**config.mk**
```make
export PLATFORM = sky130hd
export DESIGN_NAME = wb_arbiter
export DESIGN_NICKNAME = d
export VERILOG_FILES = /design/src/rtl/wb_arbiter.sv
export SDC_FILE = /design/constraint.sdc
export NUM_CORES = 1
export LEC_CHECK = 0
export CAP_MARGIN = 30
export CORE_MARGIN = 4
export CORE_UTILIZATION = 30
export DETAILED_ROUTE_END_ITERATION = 6
export GPL_TIMING_DRIVEN = 1
export MAX_ROUTING_LAYER = met4
export SLEW_MARGIN = 20
export SYNTH_ARGS = -nofsm -noshare
export SYNTH_HDL_FRONTEND = slang
export SYNTH_SLANG_ARGS = --single-unit
export TNS_END_PERCENT = 20
```
**constraint.sdc**
```tcl
create_clock -name clk -period 2.2 [get_ports clk]
set_input_delay 0.44 -clock clk [delete_from_list [all_inputs] [get_ports clk]]
set_output_delay 0.44 -clock clk [all_outputs]
set_load 0.05 [all_outputs]
```
**src/rtl/wb_arbiter.sv**
```systemverilog
// Write-back arbiter: grants one of two write-back requesters (ALU, load unit) per
// cycle with round-robin on contention, drives a registered register-file write
// port, and keeps a pending-destination scoreboard that stalls decode.
// Optional feature: define WB_FWD_EN to report forwarding hits against the write
// committing this cycle and let those hits suppress the stall.
module wb_arbiter (
  input  logic        clk,
  input  logic        reset,
  input  logic        alu_valid,
  output logic        alu_ready,
  input  logic [4:0]  alu_addr,
  input  logic [31:0] alu_data,
  input  logic        mem_valid,
  output logic        mem_ready,
  input  logic [4:0]  mem_addr,
  input  logic [31:0] mem_data,
  input  logic        issue_valid,
  input  logic [4:0]  issue_addr,
  input  logic [4:0]  rs_ad,
  input  logic [4:0]  rt_ad,
  output logic        stall,
  output logic        reg_write,
  output logic [4:0]  write_addr,
  output logic [31:0] write_data,
  output logic        fwd1_hit,
  output logic        fwd2_hit
);

  typedef enum logic {GntAlu = 1'b0, GntMem = 1'b1} grant_e;

  grant_e      last_grant_q, last_grant_d;
  logic [31:0] busy_q, busy_d;

  // Combinational arbitration; the requester not served last wins a tie.
  always_comb begin
    alu_ready    = 1'b0;
    mem_ready    = 1'b0;
    last_grant_d = last_grant_q;
    if (!reset) begin
      if (alu_valid && (!mem_valid || last_grant_q == GntMem)) begin
        alu_ready    = 1'b1;
        last_grant_d = GntAlu;
      end else if (mem_valid) begin
        mem_ready    = 1'b1;
        last_grant_d = GntMem;
      end
    end
  end

  // Scoreboard next state: clear on commit first so a same-edge issue wins.
  always_comb begin
    busy_d = busy_q;
    if (reg_write) begin
      busy_d[write_addr] = 1'b0;
    end
    if (issue_valid && (issue_addr != 5'd0)) begin
      busy_d[issue_addr] = 1'b1;
    end
    busy_d[0] = 1'b0;
  end

  // State registers: grant history, scoreboard and the write port.
  always_ff @(posedge clk) begin
    if (reset) begin
      last_grant_q <= GntMem;
      busy_q       <= '0;
      reg_write    <= 1'b0;
      write_addr   <= '0;
      write_data   <= '0;
    end else begin
      last_grant_q <= last_grant_d;
      busy_q       <= busy_d;
      reg_write    <= 1'b0;
      if (alu_ready) begin
        // Address 0 is accepted but never written.
        reg_write  <= (alu_addr != 5'd0);
        write_addr <= alu_addr;
        write_data <= alu_data;
      end else if (mem_ready) begin
        reg_write  <= (mem_addr != 5'd0);
        write_addr <= mem_addr;
        write_data <= mem_data;
      end
    end
  end

`ifdef WB_FWD_EN
  assign fwd1_hit = reg_write && (write_addr == rs_ad);
  assign fwd2_hit = reg_write && (write_addr == rt_ad);
`else
  assign fwd1_hit = 1'b0;
  assign fwd2_hit = 1'b0;
`endif

  // A busy source stalls decode unless its value is being forwarded.
  always_comb begin
    stall = (busy_q[rs_ad] && !fwd1_hit) || (busy_q[rt_ad] && !fwd2_hit);
  end

endmodule

```
# After elaboration in Yosys (flattened, before gate mapping)
# Index checks and enable logic that the tools add are counted.
# classes
n_lt_le_gt_ge	6
n_mux	23
bitwise_logic	3
reduce_logical	12
# op_table
op	n
32-bit 2-to-1 mux	4
32-bit bitwise AND	1
32-bit inverter	1
32-bit bitwise OR	1
5-bit by 6-bit less-than comparator with 1-bit output (second input constant)	4
5-bit nonzero test	3
1-bit 2-to-1 mux	13
1-bit binary-select mux with 5-bit select	2
1-bit demux with 5-bit select	2
5-bit by 1-bit greater-or-equal comparator with 1-bit output (second input constant)	2
5-bit 2-to-1 mux	2
1-bit logical AND	4
2-bit nonzero test	2
1-bit logical OR	2
1-bit logical NOT	1
# word_totals
reg_bits	71
inputBits	94
output_inout_bits	43
wordCells	50

# Depth between registers and ports, before layout
# Gate-level depths: netlist (run 1).
# logic_depth
depth_word	9
ltp_mapped	8
mapped_depth_nobuf	6

# Least setup slack after synthesis (run 1)
# OpenSTA, ideal clock, no wires.
# synth_path
path_kind	input port to output port
from	input port rt_ad[1]
to	output port stall
arrival_ns	1.979
required_ns	1.760
slack_ns	-0.219
stages	6
n_path_buf	1
cell_sequence	buf_2 mux4_1 mux2i_1 nor3b_1 a31oi_1 o2111ai_1
# synth_between
elab_chain_len	3
# synth_rtl
item	line	source
start, declared	20	input logic [4:0] rt_ad,
1-bit binary-select mux with 5-bit select	97	stall = (busy_q[rs_ad] && !fwd1_hit) || (busy_q[rt_ad] && !fwd2_hit);
1-bit 2-to-1 mux (not written as such)	97	
1-bit logical OR	97	
end, declared	21	output logic stall,
# No other way between the ends. The select of a mux whose other input is x is not followed.

# Final worst setup path (run 1)
# layout_path
from	register busy_q[10]
to	output port stall
# layout_between
elab_chain_len	3
elab_cells_between_ends	5
cone_classes	4 x mux; 1 x reduce/logical
# layout_rtl
item	line	source
start, declared	32	logic [31:0] busy_q, busy_d;
start signal, assigned	72	busy_q <= busy_d;
1-bit binary-select mux with 5-bit select	97	
1-bit 2-to-1 mux (not written as such)	97	
1-bit logical OR *	97	
# Every way passes the cells marked *; elsewhere a longest branch is shown, timed or not. The select of a mux whose other input is x is not followed.

==> results of run 1 <==
[synth_stat cells (all sizes together), types with 2 or more instances]
library cell  number  area share
dfxtp             70        0.41
nand2             66       0.072
a21oi             62       0.091
o21ai             35       0.051
a22oi             29       0.064
nor2              17       0.019
buf               16       0.027
clkbuf            16       0.018
mux4              14       0.099
mux2i             11       0.032
nand3b             9       0.021
a211oi             8       0.018
nor3b              5       0.011
and3b              4       0.010
nand3              4      0.0059
nor2b              3      0.0055
or4                3      0.0066
and3               2      0.0037
inv                2      0.0022
mux2               2      0.0066
nand2b             2      0.0037
or3b               2      0.0051
[sequential cells by signal, indices dropped and copies added (netlist names)]
name	count
busy_q	31
last_grant_q	1
reg_write	1
write_addr	5
write_data	32
[power breakdown]
group	internal, uW	switching [uW]
Combinational	379	474
Sequential	1330	38.7
Clock	781	505
Total	2490	1020
[worst max path at each step]
| stage | start | endpoint | depth (start not counted) |
|---|---|---|---|
| CTS | busy_q[23] | stall | 5 |
| global placement | rt_ad[2] | stall | 6 |
| finish | busy_q[10] | stall | 6 |
| detailed placement | rt_ad[2] | stall | 6 |
| global route | busy_q[23] | stall | 5 |
| floorplan | rt_ad[1] | stall | 6 |
[final cells by class]
type | instances | area (sq um)
flip-flops and latches | 70 | 1410
inverters | 2 | 7.51
clock inverters | 1 | 7.51
multi-input cells | 289 | 1900
well taps | 140 | 175
repair buffers | 163 | 1580
fillers | 1055 | 5660
clock buffers | 13 | 250
[stage by stage]
step | worst slack, ps | util
5_1_grt | -148 | 0.485
2_1_floorplan | -93.8 | -
3_5_place_dp | -600 | 0.460
4_1_cts | -148 | 0.485
3_3_place_gp | -569 | 0.460
6_report | -121 | 0.485
[what timing repair did]
action	in CTS	in global routing
pin swaps	5	6
endpoints found under the setup margin	1	1
resized for setup	30	12
setup buffers	1	0
[worst max-delay path, delay by kind of cell, from the launching register on]
family	cells	cell delay, ps
DFF	1	330
muxes	2	640
and+or+nand+nor	1	100
AOI/OAI and AO/OA	2	290
buffers and inverters	1	180
[layer usage]
metal | part of all wire | GRT usage
met1 | 0.41 | 0.235
met2 | 0.47 | 0.296
met3 | 0.10 | 0.0521
met4 | 0.020 | 0.0759
met5 | 0 | -
[cells by family (layout without fill, tap and decap cells)]
family          after synthesis  after routing  share of synthesized area
compound gates              139            139                      0.234
simple gates                121            121                      0.170
flops                        70             70                      0.410
buf+inv                      34            179                     0.0472
mux                          27             27                      0.137
other cells                   1              2                    0.00110
==> flow_metrics.py, run 1 <==
metrics = {
    "floorplan": {
        "die_width_um": 115,
        "io_pins": 137,
        "placeableCoreArea_sq_um": 11000,
        "row_count": 38,
        "initial_core_util": 0.312,
        "die_area_sq_um": 13200,
        "chipHeight_um": 115,
    },
    "worst_setup_path": {
        "startpoint_type": "flop",
        "cp.arrival_ps": 1880,
        "ff2ff_path_depth": 3,
        "r2r-end": "busy_q[24]",
        "crit_required_ps": 1760,
        "critPathKind": "flop to output port",
        "crit_path_max_incr_delay_ps": 470,
        "cp-end-kind": "output port",
        "path_max_fanout": 3,
        "worstPathCellList": "mux4_1 -> mux2i_1 -> nor3b_1 -> a31oi_4 -> o2111ai_2 -> buf_6",
        "r2r_start": "reg_write",
        "cp_slowest_cell": "mux4_1",
        "r2r_slack_ps": 760,
    },
    "global_route": {
        "grt_overflow": 0,
        "grt_use_total": 0.190,
        "grt_pass1_vias": 3710,
        "antenna_found_initial": 0,
        "grt_max_degree": 71,
        "grt_first_pass_wirelength_mm": 19.0,
    },
    "timing": {
        "finalHoldViolations": 0,
        "fmax_mhz": 431,
        "setup_violations": 1,
        "tns_ps": -121,
        "finalCriticalPeriod_ps": 2320,
        "fin_worst_skew_ps": 8.93,
        "worst_pin_slew_ps": 751,
        "setup_slack_ps": -121,
        "period_share": 1.06,
        "slew_violations": 0,
        "whs_ps": 452,
        "rsz0062_at_grt": "yes",
        "relSlewSlack": 0.499,
    },
    "drt": {
        "drc": 0,
        "routed_wl_mm": 12.1,
        "drt_iter0_drc": 222,
        "first_pass_iters": 4,
        "num_vias": 3587,
        "via_per_inst": 5.29,
        "post_drt_wl_per_cell_um": 17.8,
        "ant_nets": 0,
    },
    "clock_network": {
        "cts_tree": "built",
        "cts-root-buf": "clkbuf_16",
        "cts.sinks": 70,
        "clock_path_buffers": 2,
        "cts_buffers": 9,
        "insertion_delay_ps": 330,
        "clk_pin_slew_ps": 50,
        "htreeDepth": 3,
        "holdBufCountCts": 0,
    },
    "placement": {
        "dp_cells": 663,
        "portBuffers": 134,
        "placed_area_sq_um": 5050,
        "place_congestion": 0.968,
        "hpwl_mm": 9.07,
    },
    "power_and_ir_drop": {
        "ir_worst_vdd_mv": 0.316,
        "finalPower_uw": 3510,
        "p_leak_uw": 0.00192,
        "power_density_nw_per_um2": 659,
    },
    "synthesis": {
        "synth.distinct_cells": 37,
        "syn_area_sq_um": 3420,
        "seq_area_frac_synth": 0.410,
        "async_flop_share": 0,
        "syn_inst": 392,
        "synth_edf_count": 0,
        "synth-seq-cells": 70,
        "ys_warn_count": 0,
        "synth_flop_cell": "dfxtp_1",
        "avgSynthCellArea_sq_um": 8.73,
    },
    "finish": {
        "syn_to_final_growth_pct": 55.5,
        "final_area_sq_um": 5320,
        "mostFrequentLayoutCells": "clkdlybuf4s50_1 (122), nand2_1 (66), dfxtp_1 (65)",
        "drive_above_1_share": 0.147,
        "diodes": 0,
        "fin_cells": 678,
        "layout_commonest_cell": "clkdlybuf4s50_1",
        "nNetsFinal": 629,
    },
    "run_status": {
        "run_status": "finished with violations",
        "violations": "setup timing",
    },
    "worst_hold_path": {
        "hold_path_startpoint": "write_data[21]",
        "hold_path_end": "write_data[21]",
        "min_path_type": "flop to flop",
        "min_path_cells": 2,
    },
    "flow_run": {
        "cap_violations": 0,
    },
}
No activity file was read; power rests on OpenSTA's default activity.
==> run 2, diff against run 1 <==
- REMOVE_ABC_BUFFERS: unset -> 1
==> flow_metrics.py, run 2 (synthesis results as in run 1) <==
metrics = {
    "power_and_ir_drop": {
        "power_density_nw_per_um2": 673,
        "ir_worst_vdd_mv": 0.360,
        "p_leak_uw": 0.00190,
    },
    "timing": {
        "fin_worst_skew_ps": 5.94,
        "whs_ps": 453,
        "tns_ps": -113,
        "slew_violations": 0,
        "period_share": 1.05,
        "worst_pin_slew_ps": 734,
        "fmax_mhz": 432,
        "finalCriticalPeriod_ps": 2310,
        "rsz0062_at_grt": "yes",
        "setup_slack_ps": -113,
        "setup_violations": 1,
        "relSlewSlack": 0.511,
        "finalHoldViolations": 0,
    },
    "drt": {
        "via_per_inst": 5.18,
        "ant_nets": 0,
        "routed_wl_mm": 11.9,
        "drc": 0,
        "drt_iter0_drc": 121,
        "post_drt_wl_per_cell_um": 17.6,
        "num_vias": 3507,
        "first_pass_iters": 4,
    },
    "floorplan": {
        "row_count": 38,
        "chipHeight_um": 115,
        "placeableCoreArea_sq_um": 11000,
        "die_area_sq_um": 13200,
        "initial_core_util": 0.312,
        "die_width_um": 115,
        "io_pins": 137,
    },
    "finish": {
        "syn_to_final_growth_pct": 55.3,
        "top_regs": "write_data x32, busy_q x31, write_addr x5",
        "postLayoutCoreUtil": 0.484,
        "largest_register_ffs": 32,
        "layout_commonest_cell": "clkdlybuf4s50_1",
        "diodes": 0,
        "top_register": "write_data",
        "nNetsFinal": 626,
        "mostFrequentLayoutCells": "clkdlybuf4s50_1 (120), nand2_1 (66), dfxtp_1 (64)",
        "final_area_sq_um": 5320,
        "drive_above_1_share": 0.164,
        "nFillCells": 1060,
    },
    "worst_setup_path": {
        "critPathLaunch": "rs_ad[1]",
        "crit_required_ps": 1760,
        "cp.arrival_ps": 1870,
        "startpoint_type": "input pin",
        "r2r_start": "write_addr[4]",
        "critPathKind": "input pin to output port",
        "r2r_slack_ps": 740,
        "cp-end-kind": "output port",
        "path_max_fanout": 2,
    },
    "placement": {
        "place_congestion": 0.867,
        "hpwl_mm": 9.02,
        "placed_area_sq_um": 4990,
        "portBuffers": 134,
    },
    "run_status": {
        "violations": "setup timing",
        "run_status": "finished with violations",
    },
    "clock_network": {
        "clk_pin_slew_ps": 60,
        "cts_tree": "built",
        "cts_buffers": 9,
        "cts.sinks": 70,
        "cts-root-buf": "clkbuf_16",
        "htreeDepth": 3,
        "clock_path_buffers": 2,
        "insertion_delay_ps": 330,
    },
    "worst_hold_path": {
        "hold_path_startpoint": "write_data[30]",
        "min_path_type": "flop to flop",
    },
    "global_route": {
        "grt_pass1_vias": 3690,
        "grt_overflow": 0,
        "antenna_found_initial": 0,
        "grt_max_degree": 71,
        "grt_use_total": 0.192,
        "grt_first_pass_wirelength_mm": 19.1,
    },
    "flow_run": {
        "cap_violations": 0,
    },
}
run 2: layer usage:
layer / global-route usage / routed length (um) / vias up
met5: - / 0 / -
met3: 0.0626 / 1170 / 11
met1: 0.236 / 5160 / 1614
met4: 0.0657 / 180 / 0
li1: - / - / 1716
met2: 0.297 / 5380 / 166
run 2: where the power goes:
group	switching [uW]	internal (uW)
logic	463	371
clock network	545	821
registers	44.8	1330
run 2: final timing paths:
kind	to	cells past startpoint
max	stall	7
min	write_data[30]	2
max reg2reg	busy_q[19]	3
min reg2reg	write_data[30]	2
run 2: cell type report:
class,instances,area (sq um),share of cell area
clock buffers,11,253,0.0476
well taps,140,175,0.0330
repair buffers,160,1540,0.290
flip-flops and latches,70,1410,0.265
multi-input cells,289,1890,0.356
inverters,2,7.51,0.00141
clock inverters,5,33.8,0.00636
run 2: what timing repair did:
item                       CTS  global route
hold endpoints to repair     0             0
gates resized for setup     43             9
setup buffers                1             1
pin swaps                    6             4
hold buffers                 0             0
setup endpoints to repair    1             1
run 2: through the flow:
step / std cells / setup slack [ps] / total power [uW]
2_1_floorplan: 361 / -408 / 1790
3_3_place_gp: 659 / -538 / 2220
3_5_place_dp: 659 / -585 / 2230
4_1_cts: 676 / -121 / 3610
5_1_grt: 677 / -182 / 3740
6_report: 677 / -113 / 3580
run 2: worst max-delay path: stages:
cell and delay (ps):
clkdlybuf4s15_2 210, mux4_2 500, a21boi_2 140, nand4_1 140
nand3_2 130, o2111ai_2 130, buf_6 180
==> patch 1: new RTL, settings of run 1 <==
Build with the macro `WB_FWD_EN` defined.
--- a/src/rtl/wb_arbiter.sv
+++ b/src/rtl/wb_arbiter.sv
@@ -4,4 +4,6 @@
 // Optional feature: define WB_FWD_EN to report forwarding hits against the write
 // committing this cycle and let those hits suppress the stall.
+`define WB_FWD_EN
+
 module wb_arbiter (
   input  logic        clk,
Formal check against the unedited RTL: not equivalent (Yosys sat finds a counterexample within 4 cycles, from zero or initial values and one cycle with reset high).
==> patch 1 against run 1 <==
  * The run still ends with setup timing left
  * Sequential cell count is the same
  * Area after synthesis grew 2.7%
  * Design area grew 3.1%
  * Synthesized cell count grew 3.8%
  * Routed wire length shrank 0.84%
  * Final cell count grew 3.2%
  * Setup slack lost 0.025 ns
  * Power grew 1.9%
  * Largest cell class unchanged
  * Highest routed layer unchanged
==> patch 1: results (changes against run 1) <==
share of layout cells above drive strength 1=16.7% (+2.0 points); worst setup margin=-0.146 ns (-0.0251 ns); syn_nets=approximately 500; Hold Startpoint=write_data[15]; setup TNS=-0.215 ns (-0.0938 ns); first-pass GRT wire length=18.3 mm (-3.7%); initial drt markers=404 (+82%); status=finished with violations; top cells by count, synth=74 x nand2_1, 70 x a21oi_1, 70 x dfxtp_1, 34 x a22oi_1, 34 x o21ai_0; Via density=5.22 (-1.3%); Total GRT Usage=17.5% (-1.5 points); worst r2r src=last_grant_q; Crit Path Max Fanout=7 (+4); worst relative slew slack=52.2% (+2.3 points); final wirelength=12.0 mm (-0.84%); P_int=0.00251 W (+0.67%); Reg-to-Reg End=write_addr[1]; IO buf count=136 (+1.5%); Top FF cell, synth=dfxtp_1; Syn. warnings=0 (unchanged); Seq/Total Area, Yosys=39.9% (-1.1 points); Hold WS=0.452 ns (+0.000852 ns); register-to-register setup slack=0.56 ns (-0.20 ns); RePlAce Congestion=0.904 (-6.6%); ranking of synthesized cells by area=dfxtp_1 40%, a21oi_1 10%, nand2_1 7.9%; Yosys cell types=36 (-2.7%); Pre-antenna DRT Iters=5 (+1); Lkg Pwr=2.04 nW (+6.4%); worst path arrival time=1.91 ns (+0.03 ns); nets=646 (+2.7%); number of global-route vias before repair=3540 (-4.6%); VDD IR max=0.458 mV (+45%); Fin Clk Skew=0.00715 ns (-0.00178 ns); WHS Endpoint=write_data[15]; Post-DP Area=5180 um2 (+2.6%); Setup-failing EPs final=3 (+2); Reg2Reg Depth=6 (+3); hpwl dp=9.06 mm (-0.11%); failing checks=setup timing
patch 1: changes by cell type in the layout (fill, tap and decap cells not counted), moves of 5 or more:
cell and delta:
buf_4 +7, nand2_1 +8, nor2_1 -7, xor2_1 +8, clkdlybuf4s50_1 -5, dfxtp_2 +8, a21oi_1 +8, a211oi_1 -6
a22oi_1 +5, dfxtp_1 -8, mux2i_1 +6
patch 1: timing repair:
item                       CTS  global route
hold buffers                 0             0
buffers inserted             3             0
resized for setup           34            12
pin swaps                    4             2
setup endpoints to repair    3             5
patch 1: worst max path at each step:
stage             startpoint  slack, ns    end  cells past startpoint
3_3_place_gp        rs_ad[1]      -0.65  stall                      7
2_1_floorplan  write_addr[3]      -0.11  stall                      5
3_5_place_dp        rs_ad[1]      -0.72  stall                      7
5_1_grt           busy_q[22]      -0.25  stall                      6
4_1_cts            busy_q[5]      -0.15  stall                      6
6_report            rs_ad[1]      -0.15  stall                      8
patch 1: critical path: stages:
cell and delay, ns:
buf_4 0.14, buf_6 0.14, mux2i_1 0.11, mux4_2 0.46
mux2i_1 0.13, mux2i_1 0.12, o22ai_4 0.17, buf_6 0.18
patch 1: final cells by class:
type | instances | area, um2
tap | 143 | 179
clock buffer | 10 | 239
fill | 1105 | 5980
sequential | 70 | 1420
timing repair buffer | 166 | 1620
clock inverter | 6 | 45.0
multi-input combinational | 305 | 1980
patch 1: metrics by stage:
stage / cells / setup WS [ns]
finish: 700 / -0.146
global route: 700 / -0.255
CTS: 700 / -0.152
detailed placement: 681 / -0.719
global placement: 681 / -0.655
floorplan: 407 / -0.106
patch 1: kinds of logic after synthesis:
logic type      synth area share [%]
mux                             13.2
flops                           39.9
buf+inv                         4.45
compound gates                  24.0
simple gates                    16.0
xor+xnor                        2.49
patch 1: power by group through the flow:
| stage | clock network, W | logic, W | registers [W] |
|---|---|---|---|
| after floorplan | 0 | 0.000280 | 0.00157 |
| after global placement | 0 | 0.000840 | 0.00140 |
| after detailed placement | 0 | 0.000845 | 0.00140 |
| after CTS | 0.00139 | 0.000850 | 0.00137 |
| after global routing | 0.00144 | 0.000900 | 0.00138 |
| final | 0.00136 | 0.000845 | 0.00138 |
patch 1: metal layers:
| metal | global-route usage [%] | share of wire (%) | vias up |
|---|---|---|---|
| met5 | - | 0 | - |
| met4 | 5.26 | 1.6 | 0 |
| met3 | 3.73 | 7.4 | 13 |
| met2 | 28.0 | 49 | 146 |
| met1 | 22.2 | 42 | 1728 |
| li1 | - | - | 1770 |
==> patch 2: new RTL, config.mk and constraints of run 1 <==
Made on the original files. Make the reset (`reset`) asynchronous in one clocked block.
--- a/src/rtl/wb_arbiter.sv
+++ b/src/rtl/wb_arbiter.sv
@@ -61,5 +61,5 @@
 
   // State registers: grant history, scoreboard and the write port.
-  always_ff @(posedge clk) begin
+  always_ff @(posedge clk or posedge reset) begin
     if (reset) begin
       last_grant_q <= GntMem;
Function: differs if reset is asserted again (counterexample within 4 cycles, from zero or initial values and one cycle with reset high); with reset held inactive, the same outputs for 10 cycles.
==> patch 2 against run 1 <==
  * The run still ends with setup timing left
  * Power grew 48%
  * Routed wire length is 5.4% lower
  * Sequential power increased by 41%
  * Synthesized cell count fell by 20%
  * Sequential cell count is the same
  * Area after synthesis up 1.2%
  * Final cell count down 10%
  * Design area up 2.5%
  * Setup slack got worse by 0.064 ns
  * Sequential share of layout area is 5.7 points higher
  * Critical path type unchanged
  * Highest routed layer unchanged
==> patch 2: results (changes against run 1) <==
met2 global-route usage=28.0% (-1.6 points); Post-CTS Setup Bufs=3 (+2); critical path's largest stage delay=0.45 ns (-0.02 ns); status=finished with violations; DR WL/cell=18.7 um (+5.1%); hpwl dp=8.71 mm (-4.0%); top cells by count, synth=69 x dfrtp_1, 65 x o21ai_0, 41 x inv_1, 37 x a222oi_1, 15 x clkbuf_1; Hold Startpoint=write_data[2]; FILL cells=1030 (-2.4%); Seq/Total Area, Yosys=50.6% (+9.6 points); Placed Cells=591 (-11%); DR WL met3=1.16 mm (-6.8%); Net Switching=0.00176 W (+73%); final wirelength=11.4 mm (-5.4%); worst setup margin=-0.185 ns (-0.0642 ns); Hold WS=0.494 ns (+0.0421 ns); Fin Clk Skew=0.00688 ns (-0.00204 ns); slowest CP cell=mux4_2; ranking of synthesized cells by area=dfrtp_1 50%, a222oi_1 11%, o21ai_0 9.4%; Total GRT Usage=18.3% (-0.74 points); asr flop ratio synth=100% (+100 points); first-pass GRT wire length=18.2 mm (-4.0%); Synth Area per Inst=11.1 um2 (+27%); worst r2r src=write_addr[0]; Seq group=0.00193 W (+41%); clk slew on worst S/H paths=about 0.06 ns; IO buf count=134 (unchanged); CTS Root Cell=clkbuf_16; post-place setup slack=-0.537 ns (+0.0626 ns); Post-DP Area=5090 um2 (+0.94%); failing checks=setup timing; Setup-failing EPs final=1 (unchanged); worst relative slew slack=46.9% (-3.0 points); share of layout cells above drive strength 1=16.6% (+1.9 points); WHS Endpoint=write_data[2]; M1 GR Usage=22.8% (-0.67 points); setup TNS=-0.185 ns (-0.0642 ns); Syn. warnings=0 (unchanged); Clk pwr share=30.1% (-6.5 points); met3 Use GR=6.06% (+0.85 points); met1 WL=4.78 mm (-3.0%); post-CTS sizing=19 (-37%); clock buffer depth=2 (unchanged); VDD IR max=0.597 mV (+89%); largest net degree at the start of global routing=65 (-8.5%); met2 wire length=5.32 mm (-6.0%); cts bufs inserted=9 (unchanged); Via density=5.42 (+2.4%); number of global-route vias before repair=3548 (-4.4%); Worst setup startpoint=busy_q[22]; nets=559 (-11%); initial drt markers=310 (+40%); Pre-antenna DRT Iters=6 (+2); Lkg Pwr=2.30 nW (+20%); register-to-register setup slack=0.70 ns (-0.06 ns); Reg-to-Reg End=busy_q[4]; RePlAce Congestion=0.886 (-8.4%); combinational power share=32.7% (+8.4 points); worst path arrival time=1.95 ns (+0.07 ns)
-- patch 2: changes by cell type after synthesis, sizes merged, moves of 29 or more --
cell           run 1  this run
o21ai             35        65
a22oi             29         0
a21oi             62         1
dfrtp              0        69
a222oi             0        37
nand2             66         6
inv                2        41
dfxtp             70         0
-- patch 2: logic make-up after synthesis --
kind of cell / share of synthesized area (%)
AO/OA/AOI/OAI: 22.3
buffers and inverters: 7.40
flip-flops: 50.6
multiplexers: 11.3
other: 0.108
AND/OR/NAND/NOR: 8.31
-- patch 2: final cells by class --
class                           instances  area, um2  area share, %
Clock inverter                          7       96.3           1.77
Multi-Input combinational cell        180       1500           27.4
Timing Repair Buffer                  163       1550           28.4
Clock buffer                            9        225           4.13
Inverter                               41        158           2.89
Tap cell                              140        175           3.21
Sequential cell                        70       1750           32.1
-- patch 2: critical path: cells and delay by family (launching register included) --
family / cells / cell delay (ns)
buf+inv: 1 / 0.17
mux: 2 / 0.74
compound gates: 2 / 0.29
flops: 1 / 0.41
